<file path="config.mk">
export PLATFORM = sky130hd
export DESIGN_NAME = parking_gate_controller
export DESIGN_NICKNAME = d
export VERILOG_FILES = /design/src/rtl/parking_pkg.sv /design/src/rtl/parking_gate_fsm.sv /design/src/rtl/parking_gate_controller.sv
export SDC_FILE = /design/constraint.sdc
export NUM_CORES = 1
export LEC_CHECK = 0
export ABC_CLOCK_PERIOD_IN_PS = 3300
export CELL_PAD_IN_SITES_DETAIL_PLACEMENT = 1
export CELL_PAD_IN_SITES_GLOBAL_PLACEMENT = 1
export CORE_MARGIN = 3
export CORE_UTILIZATION = 46
export DETAILED_ROUTE_END_ITERATION = 12
export PLACE_DENSITY = 0.91
export SLEW_MARGIN = 20
export SYNTH_ARGS = -nofsm -noshare
export SYNTH_HDL_FRONTEND = slang
export SYNTH_HIERARCHICAL = 1
export SYNTH_SLANG_ARGS = --single-unit
export TNS_END_PERCENT = 10
</file>
<file path="constraint.sdc">
create_clock -name clk -period 3.3 [get_ports clk]
set_input_delay 0.495 -clock clk [delete_from_list [all_inputs] [get_ports clk]]
set_output_delay 0.495 -clock clk [all_outputs]
set_load 0.05 [all_outputs]
</file>
<file path="src/rtl/parking_pkg.sv">
// Shared types and helpers for the parking gate controller: gate states,
// timer sizing and the round-robin picker used by both arbiters.
package parking_pkg;

  typedef enum logic [1:0] {IDLE, WAIT, OPEN, DENY} gate_state_t;

  localparam int MAX_GATES = 8;

  typedef struct packed {
    logic       vld;
    logic [2:0] idx;
  } rr_t;

  // Timer counts down from N-1 to 0, so $clog2(max) bits are enough.
  function automatic int timer_w(input int open_c, input int deny_c);
    int m;
    m = (open_c > deny_c) ? open_c : deny_c;
    return (m > 1) ? $clog2(m) : 1;
  endfunction

  localparam int TIMER_W = timer_w(4, 2);

  // First set bit of req at or after ptr, wrapping modulo n.
  function automatic rr_t rr_pick(input logic [7:0] req, input logic [2:0] ptr, input int n);
    rr_t r;
    int  g;
    r = '0;
    for (int k = 0; k < MAX_GATES; k++) begin
      g = (int'(ptr) + k) % n;
      if (k < n && !r.vld && req[g]) begin
        r.vld = 1'b1;
        r.idx = 3'(g);
      end
    end
    return r;
  endfunction

endpackage

</file>
<file path="src/rtl/parking_gate_fsm.sv">
// One barrier: waits on a rising req edge, then opens or shows "full"
// for a fixed number of cycles once the arbiter decides.
module parking_gate_fsm
  import parking_pkg::*;
#(
  parameter bit IS_ENTRY    = 1'b1,
  parameter int OPEN_CYCLES = 4,
  parameter int DENY_CYCLES = 2
) (
  input  logic clk,
  input  logic rst,
  input  logic req,
  input  logic is_uni,
  input  logic grant,
  input  logic refuse,
  output logic waiting,
  output logic car_type,
  output logic open,
  output logic denied
);
  localparam int TW = timer_w(OPEN_CYCLES, DENY_CYCLES);

  gate_state_t   state;
  logic          req_q;
  logic [TW-1:0] tmr;

  // A car that has already left is never offered to the arbiter.
  assign waiting = (state == WAIT) && req;

  // req_q resets high so a req held through reset must drop and rise again.
  always_ff @(posedge clk or posedge rst) begin
    if (rst) begin
      state    <= IDLE;
      req_q    <= 1'b1;
      tmr      <= '0;
      car_type <= 1'b0;
      open     <= 1'b0;
      denied   <= 1'b0;
    end else begin
      req_q <= req;
      case (state)
        IDLE: if (req && !req_q) begin
          state    <= WAIT;
          car_type <= is_uni;
        end
        WAIT: begin
          if (!req) begin
            state <= IDLE;
          end else if (grant) begin
            state <= OPEN;
            open  <= 1'b1;
            tmr   <= TW'(OPEN_CYCLES - 1);
          end else if (refuse && IS_ENTRY) begin
            state  <= DENY;
            denied <= 1'b1;
            tmr    <= TW'(DENY_CYCLES - 1);
          end
        end
        OPEN, DENY: begin
          if (tmr == '0) begin
            state  <= IDLE;
            open   <= 1'b0;
            denied <= 1'b0;
          end else begin
            tmr <= tmr - 1'b1;
          end
        end
        default: state <= IDLE;
      endcase
    end
  end

endmodule

</file>
<file path="src/rtl/parking_gate_controller.sv">
// Serialises many entry/exit gates onto parking's one-event-per-cycle
// interface with round-robin arbitration and a post-grant holdoff.
module parking_gate_controller
  import parking_pkg::*;
#(
  parameter int N_ENTRY     = 2,
  parameter int N_EXIT      = 2,
  parameter int OPEN_CYCLES = 4,
  parameter int DENY_CYCLES = 2
) (
  input  logic               clk,
  input  logic               rst,
  input  logic               enabled,
  input  logic [N_ENTRY-1:0] entry_req,
  input  logic [N_ENTRY-1:0] entry_is_uni,
  input  logic [N_EXIT-1:0]  exit_req,
  input  logic [N_EXIT-1:0]  exit_is_uni,
  input  logic               uni_is_vacated_space,
  input  logic               is_vacated_space,
  input  logic               fault,
  output logic               car_entered,
  output logic               is_uni_car_entered,
  output logic               car_exited,
  output logic               is_uni_car_exited,
  output logic [N_ENTRY-1:0] entry_open,
  output logic [N_ENTRY-1:0] entry_denied,
  output logic [N_EXIT-1:0]  exit_open
);
  localparam int EPW = (N_ENTRY > 1) ? $clog2(N_ENTRY) : 1;
  localparam int XPW = (N_EXIT > 1) ? $clog2(N_EXIT) : 1;

  logic [N_ENTRY-1:0] entry_wait, entry_type, entry_grant, entry_refuse;
  logic [N_EXIT-1:0]  exit_wait, exit_type, exit_grant, exit_denied;
  logic [EPW-1:0]     entry_ptr;
  logic [XPW-1:0]     exit_ptr;
  logic               holdoff;
  rr_t                entry_pick, exit_pick;
  logic               entry_arb, exit_arb, pick_uni, pick_space, exit_uni;

  always_comb begin
    exit_arb   = enabled && !fault;
    entry_arb  = exit_arb && !holdoff;
    entry_pick = rr_pick(8'(entry_wait), 3'(entry_ptr), N_ENTRY);
    exit_pick  = rr_pick(8'(exit_wait), 3'(exit_ptr), N_EXIT);
    pick_uni   = 1'b0;
    exit_uni   = 1'b0;
    for (int i = 0; i < N_ENTRY; i++)
      if (entry_pick.idx == 3'(i)) pick_uni = entry_type[i];
    for (int j = 0; j < N_EXIT; j++)
      if (exit_pick.idx == 3'(j)) exit_uni = exit_type[j];
    pick_space   = pick_uni ? uni_is_vacated_space : is_vacated_space;
    entry_grant  = '0;
    entry_refuse = '0;
    exit_grant   = '0;
    for (int i = 0; i < N_ENTRY; i++)
      if (entry_arb && entry_pick.vld && entry_pick.idx == 3'(i)) begin
        entry_grant[i]  = pick_space;
        entry_refuse[i] = !pick_space;
      end
    for (int j = 0; j < N_EXIT; j++)
      if (exit_arb && exit_pick.vld && exit_pick.idx == 3'(j)) exit_grant[j] = 1'b1;
  end

  for (genvar i = 0; i < N_ENTRY; i++) begin : g_entry
    parking_gate_fsm #(.IS_ENTRY(1'b1), .OPEN_CYCLES(OPEN_CYCLES), .DENY_CYCLES(DENY_CYCLES)) u_gate (
      .clk(clk), .rst(rst), .req(entry_req[i]), .is_uni(entry_is_uni[i]),
      .grant(entry_grant[i]), .refuse(entry_refuse[i]), .waiting(entry_wait[i]),
      .car_type(entry_type[i]), .open(entry_open[i]), .denied(entry_denied[i]));
  end

  for (genvar j = 0; j < N_EXIT; j++) begin : g_exit
    parking_gate_fsm #(.IS_ENTRY(1'b0), .OPEN_CYCLES(OPEN_CYCLES), .DENY_CYCLES(DENY_CYCLES)) u_gate (
      .clk(clk), .rst(rst), .req(exit_req[j]), .is_uni(exit_is_uni[j]),
      .grant(exit_grant[j]), .refuse(1'b0), .waiting(exit_wait[j]),
      .car_type(exit_type[j]), .open(exit_open[j]), .denied(exit_denied[j]));
  end

  // Holdoff gives parking one cycle to update its space flags after an entry.
  always_ff @(posedge clk or posedge rst) begin
    if (rst) begin
      entry_ptr          <= '0;
      exit_ptr           <= '0;
      holdoff            <= 1'b0;
      car_entered        <= 1'b0;
      is_uni_car_entered <= 1'b0;
      car_exited         <= 1'b0;
      is_uni_car_exited  <= 1'b0;
    end else begin
      holdoff            <= |entry_grant;
      car_entered        <= |entry_grant;
      is_uni_car_entered <= (|entry_grant) && pick_uni;
      car_exited         <= |exit_grant;
      is_uni_car_exited  <= (|exit_grant) && exit_uni;
      if (entry_arb && entry_pick.vld)
        entry_ptr <= EPW'((int'(entry_pick.idx) + 1) % N_ENTRY);
      if (exit_arb && exit_pick.vld)
        exit_ptr <= XPW'((int'(exit_pick.idx) + 1) % N_EXIT);
    end
  end

endmodule

</file>
==> results of run 1 <==
## layer usage
layer	track usage, %	up-vias	wire length (µm)
met2	33.8	27	2190
met5	0	-	0
li1	-	647	-
met3	5.51	6	182
met4	5.86	0	57
met1	23.3	716	1890
## power by group through the flow
stage | Sequential [mW] | Clock [mW] | Combinational, mW
final | 0.652 | 0.430 | 0.479
after global routing | 0.667 | 0.456 | 0.531
after CTS | 0.651 | 0.435 | 0.484
after detailed placement | 0.659 | 0 | 0.477
after global placement | 0.644 | 0 | 0.443
after floorplan | 0.682 | 0 | 0.313
## layout make-up
class	instances	area, µm²	share of cell area [%]
inverter	18	67.6	3.03
sequential	36	906	40.6
timing repair buffer	23	230	10.3
multi-input combinational	114	840	37.7
clock buffer	7	96.3	4.32
clock inverter	1	30.0	1.35
tap	48	60.1	2.69
## stage by stage
step / setup slack, ns / total power, mW / hold slack [ns] / cell area (µm²)
after CTS: 0.890 / 1.57 / 0.485 / 2230
after floorplan: 1.49 / 0.996 / 0.286 / 1850
after detailed placement: 0.628 / 1.14 / 0.473 / 2100
after global routing: 0.667 / 1.65 / 0.524 / 2230
after global placement: 0.784 / 1.09 / 0.456 / 2100
final: 0.843 / 1.56 / 0.488 / 2230
## registers in the layout, indices dropped and copies added, names as in the netlist
signal / cells
g_exit.u_gate/req_q: 2
g_entry.u_gate/tmr: 4
g_entry.u_gate/open: 2
is_uni_car_entered: 1
g_exit.u_gate/tmr: 4
g_entry.u_gate/req_q: 2
car_entered: 1
g_entry.u_gate/car_type: 2
car_exited: 1
exit_ptr: 1
entry_ptr: 1
g_entry.u_gate/denied: 2
g_exit.u_gate/state: 4
is_uni_car_exited: 1
g_exit.u_gate/open: 2
g_entry.u_gate/state: 4
g_exit.u_gate/car_type: 2
## layout by cell type, fill, tap and decap left out, drive strengths merged, types with 3 or more instances in the layout
master	count
clkdlybuf4s50	23
dfstp	4
a21bo	4
nand2	14
mux2	4
nor3	5
a21o	4
nand2b	5
a22oi	4
mux2i	4
ha	4
o22ai	4
o211ai	3
nor2	12
inv	18
a31oi	4
nand3	7
a21oi	8
dfrtp	32
clkbuf	7
## worst max path at each step
stage | end | slack [ns] | cells past startpoint
2_1_floorplan | g_entry[0].u_gate/tmr[0] | 1.49 | 7
3_3_place_gp | g_entry[0].u_gate/tmr[0] | 0.78 | 8
3_5_place_dp | g_entry[0].u_gate/tmr[0] | 0.63 | 8
4_1_cts | g_entry[0].u_gate/tmr[0] | 0.89 | 8
5_1_grt | g_entry[0].u_gate/tmr[0] | 0.67 | 7
6_report | g_entry[0].u_gate/tmr[0] | 0.84 | 7
==> reports/qor.txt, run 1 <==
DRT antenna net count: 0
I/O Pins: 24
Peak VDD IR: 406 µV
NumNets Final: 216
Routability Congestion: 0.849
CP Cell Sequence: clkdlybuf4s50_1, nand2_1, nor2_1, o211ai_1, a21oi_1, o211ai_1, a22oi_1
Final hold violation count: 0
DR vias/cell: 5.65
Finish-stage setup viols: 0
R2R setup slack: 1.12 ns
Syn-to-layout area delta: 20.3%
Hold WC Path Type: reg -> reg
Critical path capture point type: flop
Clk Latency, worst-skew pair: 0.29 ns
First-pass GRT wire length: 7.53 mm
WHS Path Cells: 1
Post-Route Skew: 0.00432 ns
Arrival time worst endpoint: 2.66 ns
Buffers on Ports: 23
Crit Path Category: in -> reg
Status: finished, final reports clean
Critical Path RT: 3.50 ns
Cts-stage hold buffer count: 0
CP most frequent cell: o211ai_1
Final Util: 59.1%
Slew @ Worst Pin: 0.506 ns
Worst reg-to-reg path cell count: 7
Switching Power: 0.529 mW
Post-CTS Setup Inserts: 0
Dpl hpwl: 3.22 mm
Fill cell count: 408
Worst path slowest cell: clkdlybuf4s50_1
Internal: 1.03 mW
Vias in the first global route: 1524
Cts repair resizes: 0
Placed insts: 239
Post-synth design cell area: 0.00185 mm²
P_leak: 1.03 nW
Final wirelength: 4.32 mm
Tmin final: 2.46 ns
H-Tree Depth: 2
Largest net degree at the start of global routing: 13
Hold path start: g_exit[0].u_gate/tmr[0]
Cell Count, Final, Fillers Out: 247
Syn nets: 192
Initial antenna violation count: 0
Synth Warn #: 6
CP max FO: 8
Fin crit share: 74.5%
Starting Density: 49.1%
CTS Root Cell: clkbuf_8
Seq pwr share: 41.8%
Critical Path Start: entry_req[1]
Ant diodes: 0
Max-slew violation count: 0
Row count: 22
Drt first-iter violations: 83
Core Area: 0.00377 mm²
Clock Power Share: 27.6%
WP buf/inv: 1
Num CTS Buffers: 5
Worst hold endpoint: g_exit[0].u_gate/tmr[0]
CTS max path bufs: 2
CTS sink cnt: 36
Post-route DRC: 0
Setup TNS: 0 ns
Combinational share of power: 30.7%
CP max stage delay: 0.63 ns
Slew HR: 66.2%
Worst reg2reg path endpoint: g_entry[0].u_gate/tmr[0]
Crit-path leading delay family: compound AO/OA/AOI/OAI gates
Total GRT Usage: 19.5%
TritonRoute pass-1 iters: 4
RSZ-0062 raised after global routing: no
Sw Ratio: 33.9%
Syn_area_per_cell: 10.6 µm²
Pwr per Cell Area: 700 mW/mm²
Fmax achieved: 407 MHz
RR Startpoint: g_entry[0].u_gate/state[0]
CTS tree: done
Layout cells sized above 1: 13.6%
Average wire per standard cell: 17.5 µm
Synth Instances: 174
Number of max-cap violations: 0
Die height: 69.5 µm
Routed vias: 1396
Die ar.: 0.00483 mm²
Startpoint Class: input port
Die X-Extent: 69.5 µm
Final global-route overflow total: 0
Clock-pin slew on the worst setup and hold paths: 0.07 ns
No activity file was read; power rests on OpenSTA's default activity.
==> run 2: changes to the inputs <==
Settings changed: ABC_CLOCK_PERIOD_IN_PS 3300 to 2140, CORE_UTILIZATION 46 to 39, PLACE_DENSITY 0.91 to 0.82.
Clock period 3.3 ns to 2.14 ns, I/O delays scaled along.
==> run 2 against run 1 <==
Worst hold slack got worse by 0.094 ns. Sequential share of layout area fell by 0.62 points. Largest power group unchanged. Via count shrank 2.5%.
==> reports/qor.txt, run 2 (synthesis results as in run 1) <==
Initial antenna violation count: 0 (unchanged)
Post-Route Skew: 0.00587 ns (+0.00155 ns)
CTS max path bufs: 2 (unchanged)
Dpl hpwl: 3.03 mm (-5.7%)
Clock Power Share: 22.4% (-5.2 points)
P_leak: 1.05 nW (+2.4%)
Number of max-cap violations: 0 (unchanged)
Starting Density: 41.4% (-7.7 points)
Row count: 24 (+9.1%)
Largest net degree at the start of global routing: 13 (unchanged)
Arrival time worst endpoint: 2.19 ns (-0.47 ns)
Final hold violation count: 0 (unchanged)
Ant diodes: 0 (unchanged)
Leading cell type in the layout, fill and taps excluded: dfrtp_1
Fin crit share: 92.8%
Switching Power: 0.799 mW (+51%)
Crit Path Category: in -> reg
TritonRoute pass-1 iters: 4 (unchanged)
Seq pwr share: 43.3% (+1.5 points)
Num CTS Buffers: 5 (unchanged)
Critical Path RT: 2.34 ns (-1.16 ns)
Finish-stage setup viols: 0 (unchanged)
I/O Pins: 24 (unchanged)
Final global-route overflow total: 0 (unchanged)
DRT antenna net count: 0 (unchanged)
Critical path capture point type: flop
CP Cell Sequence: clkdlybuf4s50_1, nand2_1, nor2_1, nand2b_4, a22o_1, a21oi_1, o211ai_1, a22oi_1
Total power draw: 2.27 mW (+45%)
Final Util: 50.7% (-8.5 points)
Syn-to-layout area delta: 22.3%
Slew @ Worst Pin: 0.515 ns (+0.00973 ns)
H-Tree Depth: 2 (unchanged)
CTS tree: done
Placed insts: 252 (+5.4%)
Die height: 74.9 µm (+7.9%)
Vias in the first global route: 1448 (-5.0%)
Pwr per Cell Area: 1000 mW/mm² (+43%)
Routed vias: 1361 (-2.5%)
CTS sink cnt: 36 (unchanged)
Worst reg-to-reg path cell count: 7 (unchanged)
Tmin final: 1.98 ns
Core Area: 0.00447 mm² (+19%)
CP max stage delay: 0.48 ns (-0.15 ns)
Die ar.: 0.00561 mm² (+16%)
Place WS: -0.115 ns (-0.743 ns)
Final wirelength: 3.96 mm (-8.2%)
Die X-Extent: 74.9 µm (+7.9%)
Max-slew violation count: 0 (unchanged)
Startpoint Class: input port
Status: finished, final reports clean
Commonest non-fill, non-tap cells in the layout: dfrtp_1, clkdlybuf4s50_1, inv_1
Hold WC Path Type: in -> async
Combinational share of power: 34.3% (+3.6 points)
Average wire per standard cell: 15.2 µm (-13%)
Cts-stage hold buffer count: 0 (unchanged)
Sw Ratio: 35.3% (+1.3 points)
Worst path slowest cell: clkdlybuf4s50_1
Cell Count, Final, Fillers Out: 260 (+5.3%)
Fmax achieved: 504 MHz
CTS Root Cell: clkbuf_8
RSZ-0062 raised after global routing: no
First-pass GRT wire length: 6.88 mm (-8.6%)
Worst setup margin: 0.155 ns (-0.687 ns)
Clk Latency, worst-skew pair: 0.29 ns (about the same)
Post-route DRC: 0 (unchanged)
DR vias/cell: 5.23 (-7.4%)
Layout cells sized above 1: 16.8% (+3.3 points)
CP max FO: 5 (-3)
Buffers on Ports: 23 (unchanged)
Drt first-iter violations: 58 (-30%)
NumNets Final: 225 (+4.2%)
Peak VDD IR: 468 µV (+15%)
Clock-pin slew on the worst setup and hold paths: 0.08 ns (about the same)
Routability Congestion: 0.759 (-11%)
Total GRT Usage: 16.0% (-3.5 points)
Slew HR: 65.5% (-0.65 points)
Min Hold Slack: 0.394 ns (-0.0936 ns)
Internal: 1.47 mW (+42%)
-- run 2: cell types whose count changed in the layout (fill, tap and decap cells not counted) --
cell       before  now
clkbuf_8        7    6
dfrtp_2         0    1
clkbuf_1        0    2
buf_4           0    9
dfrtp_1        32   31
bufinv_16       1    0
-- run 2: layer usage --
metal | GRT usage (%) | up-vias | wire length [µm]
li1 | - | 667 | -
met1 | 21.1 | 661 | 1870
met2 | 25.6 | 28 | 1910
met3 | 4.81 | 5 | 141
met4 | 4.15 | 0 | 41
met5 | 0 | - | 0
-- run 2: repair_timing --
action	CTS	global route
setup buffers	0	0
gates resized for setup	0	1
setup endpoints to repair	0	1
-- run 2: cell type report --
cell class,count,area [µm²]
clock buffers,8,90.1
fillers,504,2210
inverters,18,67.6
multi-input cells,114,840
flip-flops and latches,36,907
well taps,52,65.1
repair buffers,32,298
-- run 2: worst paths after layout --
path,startpoint,to,slack (ns)
hold / removal,rst,car_entered,0.39
max in group asynchronous,rst,g_entry[1].u_gate/req_q,1.41
setup reg to reg,g_entry[1].u_gate/state[0],g_entry[0].u_gate/tmr[0],0.25
setup / recovery,entry_req[0],g_entry[0].u_gate/tmr[0],0.16
hold reg to reg,g_exit[0].u_gate/tmr[0],g_exit[0].u_gate/tmr[0],0.48
min in group clk,g_exit[0].u_gate/tmr[0],g_exit[0].u_gate/tmr[0],0.48
-- run 2: power groups by stage --
stage	registers (mW)	logic [mW]	clock network (mW)
after detailed placement	0.992	0.785	0
after global routing	1.01	0.865	0.558
after floorplan	1.05	0.483	0
final	0.981	0.777	0.509
after CTS	0.981	0.788	0.533
after global placement	0.980	0.739	0
-- run 2: worst max-delay path: cells and delay by family --
| kind | cells | cell delay [ns] |
|---|---|---|
| buffers and inverters | 1 | 0.48 |
| AO/OA/AOI/OAI | 4 | 1.00 |
| AND/OR/NAND/NOR | 3 | 0.38 |
-- run 2: metrics by stage --
stage	setup TNS [ns]	cell area, µm²
4_1_cts	0	2270
5_1_grt	0	2270
6_report	0	2270
3_5_place_dp	-0.425	2180
3_3_place_gp	-0.0231	2180
2_1_floorplan	0	1850
==> run 3: changes to the inputs <==
Settings changed: CTS_CLUSTER_SIZE set to 24.
==> results of run 3 <==
The final DEF is identical to that of run 2; final timing and power are the same.
